**config.mk**
```make
export PLATFORM = sky130hd
export DESIGN_NAME = imem_fetch_q_flat
export DESIGN_NICKNAME = d
export VERILOG_FILES = /design/src/rtl/imem_fetch_q_if.sv /design/src/rtl/imem_fetch_q.sv /design/src/flat_wrapper.sv
export SDC_FILE = /design/constraint.sdc
export NUM_CORES = 2
export LEC_CHECK = 0
export CAP_MARGIN = 10
export CORE_MARGIN = 2
export CORE_UTILIZATION = 60
export CTS_CLUSTER_SIZE = 30
export DETAILED_ROUTE_END_ITERATION = 16
export PLACE_DENSITY = 0.8
export SYNTH_ARGS = -nofsm -noshare
export SYNTH_HDL_FRONTEND = slang
export SYNTH_SLANG_ARGS = --single-unit
```
**constraint.sdc**
```tcl
create_clock -name clk -period 7 [get_ports clk]
set_input_delay 1.4 -clock clk [delete_from_list [all_inputs] [get_ports clk]]
set_output_delay 1.4 -clock clk [all_outputs]
set_load 0.05 [all_outputs]
```
**src/rtl/imem_fetch_q_if.sv**
```systemverilog
// Fetch-side bus for imem_fetch_q: programming port, flush, request and response handshakes.
// The fetch/PC logic uses the master modport; the instruction memory uses the slave modport.
interface imem_fetch_q_if #(
  parameter int N      = 32,
  parameter int ADDR_W = 6
) ();
  logic              prog_we;
  logic [ADDR_W-1:0] prog_addr;
  logic [N-1:0]      prog_data;
  logic              flush;
  logic              req_valid;
  logic              req_ready;
  logic [ADDR_W-1:0] req_addr;
  logic              rsp_valid;
  logic              rsp_ready;
  logic [N-1:0]      rsp_data;
  logic [ADDR_W-1:0] rsp_addr;
  logic              rsp_err;

  modport master (
    output prog_we, prog_addr, prog_data, flush,
    output req_valid, req_addr, rsp_ready,
    input  req_ready, rsp_valid, rsp_data, rsp_addr, rsp_err
  );

  modport slave (
    input  prog_we, prog_addr, prog_data, flush,
    input  req_valid, req_addr, rsp_ready,
    output req_ready, rsp_valid, rsp_data, rsp_addr, rsp_err
  );
endinterface

```
**src/rtl/imem_fetch_q.sv**
```systemverilog
// LEGv8 instruction memory: registered read, runtime programming port, flush,
// and a 3-entry response queue so fetch can run at full rate while decode stalls.
module imem_fetch_q #(
  parameter int    N         = 32,
  parameter int    ADDR_W    = 6,
  parameter int    DEPTH     = 64,
  parameter string INIT_FILE = ""
) (
  input  logic         clk,
  input  logic         reset,
  imem_fetch_q_if.slave bus
);

  localparam int              IDX_W    = (DEPTH > 1) ? $clog2(DEPTH) : 1;
  localparam logic [ADDR_W:0] LP_DEPTH = (ADDR_W+1)'(DEPTH);

  logic [N-1:0] r_mem [DEPTH];

  // Memory contents survive reset; they come only from the programming port.
  initial begin
    for (int i = 0; i < DEPTH; i++) r_mem[i] = '0;
  end

  logic              r_s1_valid;
  logic [N-1:0]      r_s1_rdata;
  logic [ADDR_W-1:0] r_s1_addr;
  logic              r_s1_err;

  logic [N-1:0]      r_q_data [3];
  logic [ADDR_W-1:0] r_q_addr [3];
  logic              r_q_err  [3];
  logic [1:0]        r_wptr;
  logic [1:0]        r_rptr;
  logic [1:0]        r_count;

  logic              w_req_in;
  logic              w_prog_in;
  logic [IDX_W-1:0]  w_rd_idx;
  logic [IDX_W-1:0]  w_wr_idx;
  logic              w_req_ready;
  logic              w_accept;
  logic              w_push;
  logic              w_pop;
  logic              w_rsp_valid;
  logic [N-1:0]      w_push_data;
  logic [2:0]        w_occupancy;

  function automatic logic [1:0] f_next_ptr(input logic [1:0] ptr);
    return (ptr == 2'd2) ? 2'd0 : ptr + 2'd1;
  endfunction

  assign w_req_in    = {1'b0, bus.req_addr}  < LP_DEPTH;
  assign w_prog_in   = {1'b0, bus.prog_addr} < LP_DEPTH;
  assign w_rd_idx    = w_req_in  ? bus.req_addr[IDX_W-1:0]  : '0;
  assign w_wr_idx    = bus.prog_addr[IDX_W-1:0];

  // Counting the in-flight stage-1 word reserves its queue slot, so a push never overflows.
  assign w_occupancy = {1'b0, r_count} + {2'b00, r_s1_valid};
  assign w_req_ready = !bus.flush && (w_occupancy < 3'd3);
  assign w_accept    = bus.req_valid && w_req_ready;
  assign w_rsp_valid = (r_count != 2'd0);
  assign w_push      = r_s1_valid && !bus.flush;
  assign w_pop       = w_rsp_valid && bus.rsp_ready && !bus.flush;
  assign w_push_data = r_s1_err ? '0 : r_s1_rdata;

  assign bus.req_ready = w_req_ready;
  assign bus.rsp_valid = w_rsp_valid;
  assign bus.rsp_data  = w_rsp_valid ? r_q_data[r_rptr] : '0;
  assign bus.rsp_addr  = w_rsp_valid ? r_q_addr[r_rptr] : '0;
  assign bus.rsp_err   = w_rsp_valid ? r_q_err[r_rptr]  : 1'b0;

  always_ff @(posedge clk) begin
    if (bus.prog_we && w_prog_in) r_mem[w_wr_idx] <= bus.prog_data;
  end

  // Read-first: the array is sampled at the same edge a programming write lands.
  always_ff @(posedge clk) begin
    if (w_accept) r_s1_rdata <= r_mem[w_rd_idx];
  end

  always_ff @(posedge clk) begin
    if (w_push) begin
      r_q_data[r_wptr] <= w_push_data;
      r_q_addr[r_wptr] <= r_s1_addr;
      r_q_err[r_wptr]  <= r_s1_err;
    end
  end

  always_ff @(posedge clk or negedge reset) begin
    if (!reset) begin
      r_s1_valid <= 1'b0;
      r_s1_addr  <= '0;
      r_s1_err   <= 1'b0;
      r_wptr     <= 2'd0;
      r_rptr     <= 2'd0;
      r_count    <= 2'd0;
    end else if (bus.flush) begin
      r_s1_valid <= 1'b0;
      r_wptr     <= 2'd0;
      r_rptr     <= 2'd0;
      r_count    <= 2'd0;
    end else begin
      r_s1_valid <= w_accept;
      if (w_accept) begin
        r_s1_addr <= bus.req_addr;
        r_s1_err  <= !w_req_in;
      end
      if (w_push) r_wptr <= f_next_ptr(r_wptr);
      if (w_pop)  r_rptr <= f_next_ptr(r_rptr);
      case ({w_push, w_pop})
        2'b10:   r_count <= r_count + 2'd1;
        2'b01:   r_count <= r_count - 2'd1;
        default: r_count <= r_count;
      endcase
    end
  end

endmodule
```
**src/flat_wrapper.sv**
```systemverilog
// flat-port wrapper written by rule: the top's interface ports become plain ports
module imem_fetch_q_flat 
#(
  parameter int    N         = 32,
  parameter int    ADDR_W    = 6,
  parameter int    DEPTH     = 64,
  parameter string INIT_FILE = ""
)
  (clk, reset, bus_prog_we, bus_prog_addr, bus_prog_data, bus_flush, bus_req_valid, bus_req_addr, bus_rsp_ready, bus_req_ready, bus_rsp_valid, bus_rsp_data, bus_rsp_addr, bus_rsp_err);
  imem_fetch_q_if #(.N(N), .ADDR_W(ADDR_W)) bus_i ();
  input  logic clk;
  input  logic reset;
  input wire logic [$bits(bus_i.prog_we)-1:0] bus_prog_we;
  input wire logic [$bits(bus_i.prog_addr)-1:0] bus_prog_addr;
  input wire logic [$bits(bus_i.prog_data)-1:0] bus_prog_data;
  input wire logic [$bits(bus_i.flush)-1:0] bus_flush;
  input wire logic [$bits(bus_i.req_valid)-1:0] bus_req_valid;
  input wire logic [$bits(bus_i.req_addr)-1:0] bus_req_addr;
  input wire logic [$bits(bus_i.rsp_ready)-1:0] bus_rsp_ready;
  output wire logic [$bits(bus_i.req_ready)-1:0] bus_req_ready;
  output wire logic [$bits(bus_i.rsp_valid)-1:0] bus_rsp_valid;
  output wire logic [$bits(bus_i.rsp_data)-1:0] bus_rsp_data;
  output wire logic [$bits(bus_i.rsp_addr)-1:0] bus_rsp_addr;
  output wire logic [$bits(bus_i.rsp_err)-1:0] bus_rsp_err;
  assign bus_i.prog_we = bus_prog_we;
  assign bus_i.prog_addr = bus_prog_addr;
  assign bus_i.prog_data = bus_prog_data;
  assign bus_i.flush = bus_flush;
  assign bus_i.req_valid = bus_req_valid;
  assign bus_i.req_addr = bus_req_addr;
  assign bus_i.rsp_ready = bus_rsp_ready;
  assign bus_req_ready = bus_i.req_ready;
  assign bus_rsp_valid = bus_i.rsp_valid;
  assign bus_rsp_data = bus_i.rsp_data;
  assign bus_rsp_addr = bus_i.rsp_addr;
  assign bus_rsp_err = bus_i.rsp_err;
  imem_fetch_q #(.N(N), .ADDR_W(ADDR_W), .DEPTH(DEPTH), .INIT_FILE(INIT_FILE)) u_core (.clk(clk), .reset(reset), .bus(bus_i));
endmodule
```
==> impl_metrics.ini <==
[finish]
area_growth_pct = 11.7
final_common_cell = edfxtp_1
layout_common_cells = edfxtp_1 (2194), mux4_2 (510), clkbuf_16 (202)
nets = 3984
layout-drive-gt1-share_pct = 25.6

[outcome]
run_status = finished, final reports clean

[synthesis]
yosys_warnings = 0
async_reset_ff_share_pct = 0.589
syn_nets = 3763
synth_cells = 3711
ys_seq_elements = 2207
postSynthAreaPerCell_sq_um = 22.6
synth_area_sq_um = 83800
synthFlopType = edfxtp_1
synth-seq-area-share_pct = 79.0
synth_edf_count = 2194
yosys.cell_types.count = 44

[die]
die-area_sq_um = 143000
core_sq_um = 139000
pin_count = 91
die_y_um = 378
die_w_um = 378
start_util_pct = 60.3
num_rows = 137

[clock_tree]
clk_pin_slew_worst_paths_ns = 0.06
clock_sinks = 2207
hold_buffers = 0
cts_root_buf = clkbuf_16
insertion_delay_ns = 0.84
numCtsBuffers = 201
cts_tree = built
clk_path_buf_depth = 3
cts_max_level = 4
post_cts_buffers = 0
cts_resized = 0

[routing]
totalWireLength_um = 223000
first_pass_iters = 6
drt_iter0_markers = 7292
antenna_left = 0
via_per_inst = 7.11
post_drt_wl_per_cell_um = 37.3
vias = 42500
remaining_drc_errors = 0

[grt]
gr-usage-met2_pct = 49.7
grt_pass1_vias = 42200
grt_usage_pct = 31.7
grt_pass1_wl_um = 314000
met3_usage_pct = 8.85
use_met1_pct = 42.2
grt.overflow.total = 0
grt_max_degree = 93
antenna_found_initial = 14
grt_busiest_layer = met2

[pwr]
total_power_mw = 26.7
p_per_area_nw_per_um2 = 285
leakage_nw = 29.0
ir_drop_mv = 0.298

[worst_setup_path]
path_class = flip-flop to output pin
crit_arrival_ns = 3.35
crit_required_ns = 5.60
start_kind = flip-flop
worstSetupEndpointType = output pin
crit_fanout = 41

[sta]
min_period_ns = 4.75
rsz0062_at_grt = false
skew_ns = 0.0423
fin_tns_setup_ns = 0
hold_viol_final = 0
setup_viol = 0
slew_viol_final = 0
max-slew-margin-rel_pct = 11.2
fmaxAchievable_mhz = 211
worst_pin_slew_ns = 1.32
fin_crit_sh_pct = 67.9

[placed_design]
gp_congestion = 0.866
io_buffers = 89
dpl.hpwl_um = 119000

[flow_run]
max_cap_viol_count = 0

[hold_path]
hp-class = flip-flop to flip-flop
## flip-flops by register name, indices dropped and copies added, names as in the netlist
signal and flops:
u_core.r_count 2, u_core.r_s1_rdata 32, u_core.r_wptr 2, u_core.r_s1_addr 6, u_core.r_mem 2048, u_core.r_q_data 96
u_core.r_q_addr 18, u_core.r_rptr 2, u_core.r_s1_valid 1
## Yosys cell counts, types with 15 or more instances
| library cell | instances | share of area, % |
|---|---|---|
| nand2b_1 | 18 | 0.13 |
| nor2b_1 | 15 | 0.11 |
| nand2_1 | 43 | 0.19 |
| o221ai_1 | 20 | 0.21 |
| a21oi_1 | 67 | 0.40 |
| mux4_2 | 510 | 14 |
| nor2_1 | 192 | 0.86 |
| mux2i_1 | 120 | 1.4 |
| o22ai_1 | 128 | 0.96 |
| buf_4 | 42 | 0.38 |
| mux2_2 | 24 | 0.32 |
| nor4_1 | 25 | 0.19 |
| edfxtp_1 | 2194 | 79 |
| o211ai_1 | 15 | 0.13 |
| o21ai_0 | 15 | 0.090 |
| nor3_1 | 24 | 0.14 |
| buf_2 | 49 | 0.29 |
| clkbuf_1 | 82 | 0.37 |
## final cells by class
cell class / count / area, sq um
timing repair buffer: 219 / 1870
sequential: 2207 / 66200
inverter: 3 / 11.3
fill: 7972 / 45500
clock inverter: 126 / 928
antenna: 4 / 10.0
multi-input combinational: 1300 / 17000
tap: 1876 / 2350
clock buffer: 243 / 5220
## kinds of logic (layout without fill, tap and decap cells)
logic type	count (synthesis)	count (layout)	share of synthesized area, %
other	1	5	0.00448
AO/OA/AOI/OAI	286	286	2.20
AND/OR/NAND/NOR	356	356	1.94
flip-flops	2207	2207	79.0
multiplexers	654	654	15.5
buffers and inverters	204	591	1.31
adder cells (fa/ha/maj)	2	2	0.0299
XOR/XNOR	1	1	0.0105
## worst max-delay path: stages (launching register included)
cell and delay (ns):
dfrtp_2 0.34, buf_4 0.56, mux2i_1 0.26, nor2_1 0.05, a21oi_1 0.49, nor2_1 0.07, clkdlybuf4s50_1 0.72
## worst paths after layout
path | start | to | slack (ns) | depth (start not counted)
worst max-delay path | u_core.r_rptr[0] | bus_rsp_data[18] | 2.25 | 6
worst min-delay path | u_core.r_s1_rdata[8] | u_core.r_q_data[0][8] | 0.48 | 0
worst max register to register | u_core.r_mem[12][22] | u_core.r_s1_rdata[22] | 4.29 | 5
worst min register to register | u_core.r_s1_rdata[8] | u_core.r_q_data[0][8] | 0.48 | 0
max in group asynchronous | reset | u_core.r_rptr[1] | 5.54 | 1
min in group asynchronous | reset | u_core.r_s1_valid | 0.99 | 1
## through the flow
stage                     setup slack (ns)  cell area, sq um  utilization (%)  cells  hold slack [ns]
final                                 2.25             93600             67.3   5978            0.482
after CTS                             2.22             93500             67.3   5971            0.485
after floorplan                       1.93             83800                -   3711            0.440
after global routing                  2.15             93500             67.3   5974            0.497
after detailed placement              2.03             87400             62.9   5602            0.471
after global placement                2.08             87400             62.8   5600            0.453
## metal layers
| metal | part of all wire (%) | wire length, um | vias to the layer above |
|---|---|---|---|
| met5 | 0.048 | 107 | - |
| met4 | 5.2 | 11600 | 14 |
| met3 | 14 | 30300 | 588 |
| met2 | 48 | 107000 | 3800 |
| met1 | 33 | 74100 | 22000 |
| li1 | - | - | 16100 |
## power breakdown
group / internal, mW / switching [mW] / total [mW]
registers: 14.7 / 0.0633 / 14.7
logic: 0.481 / 0.978 / 1.46
clock network: 5.64 / 4.85 / 10.5
total: 20.8 / 5.89 / 26.7
Note: power is estimated with default switching activity, not from simulation.
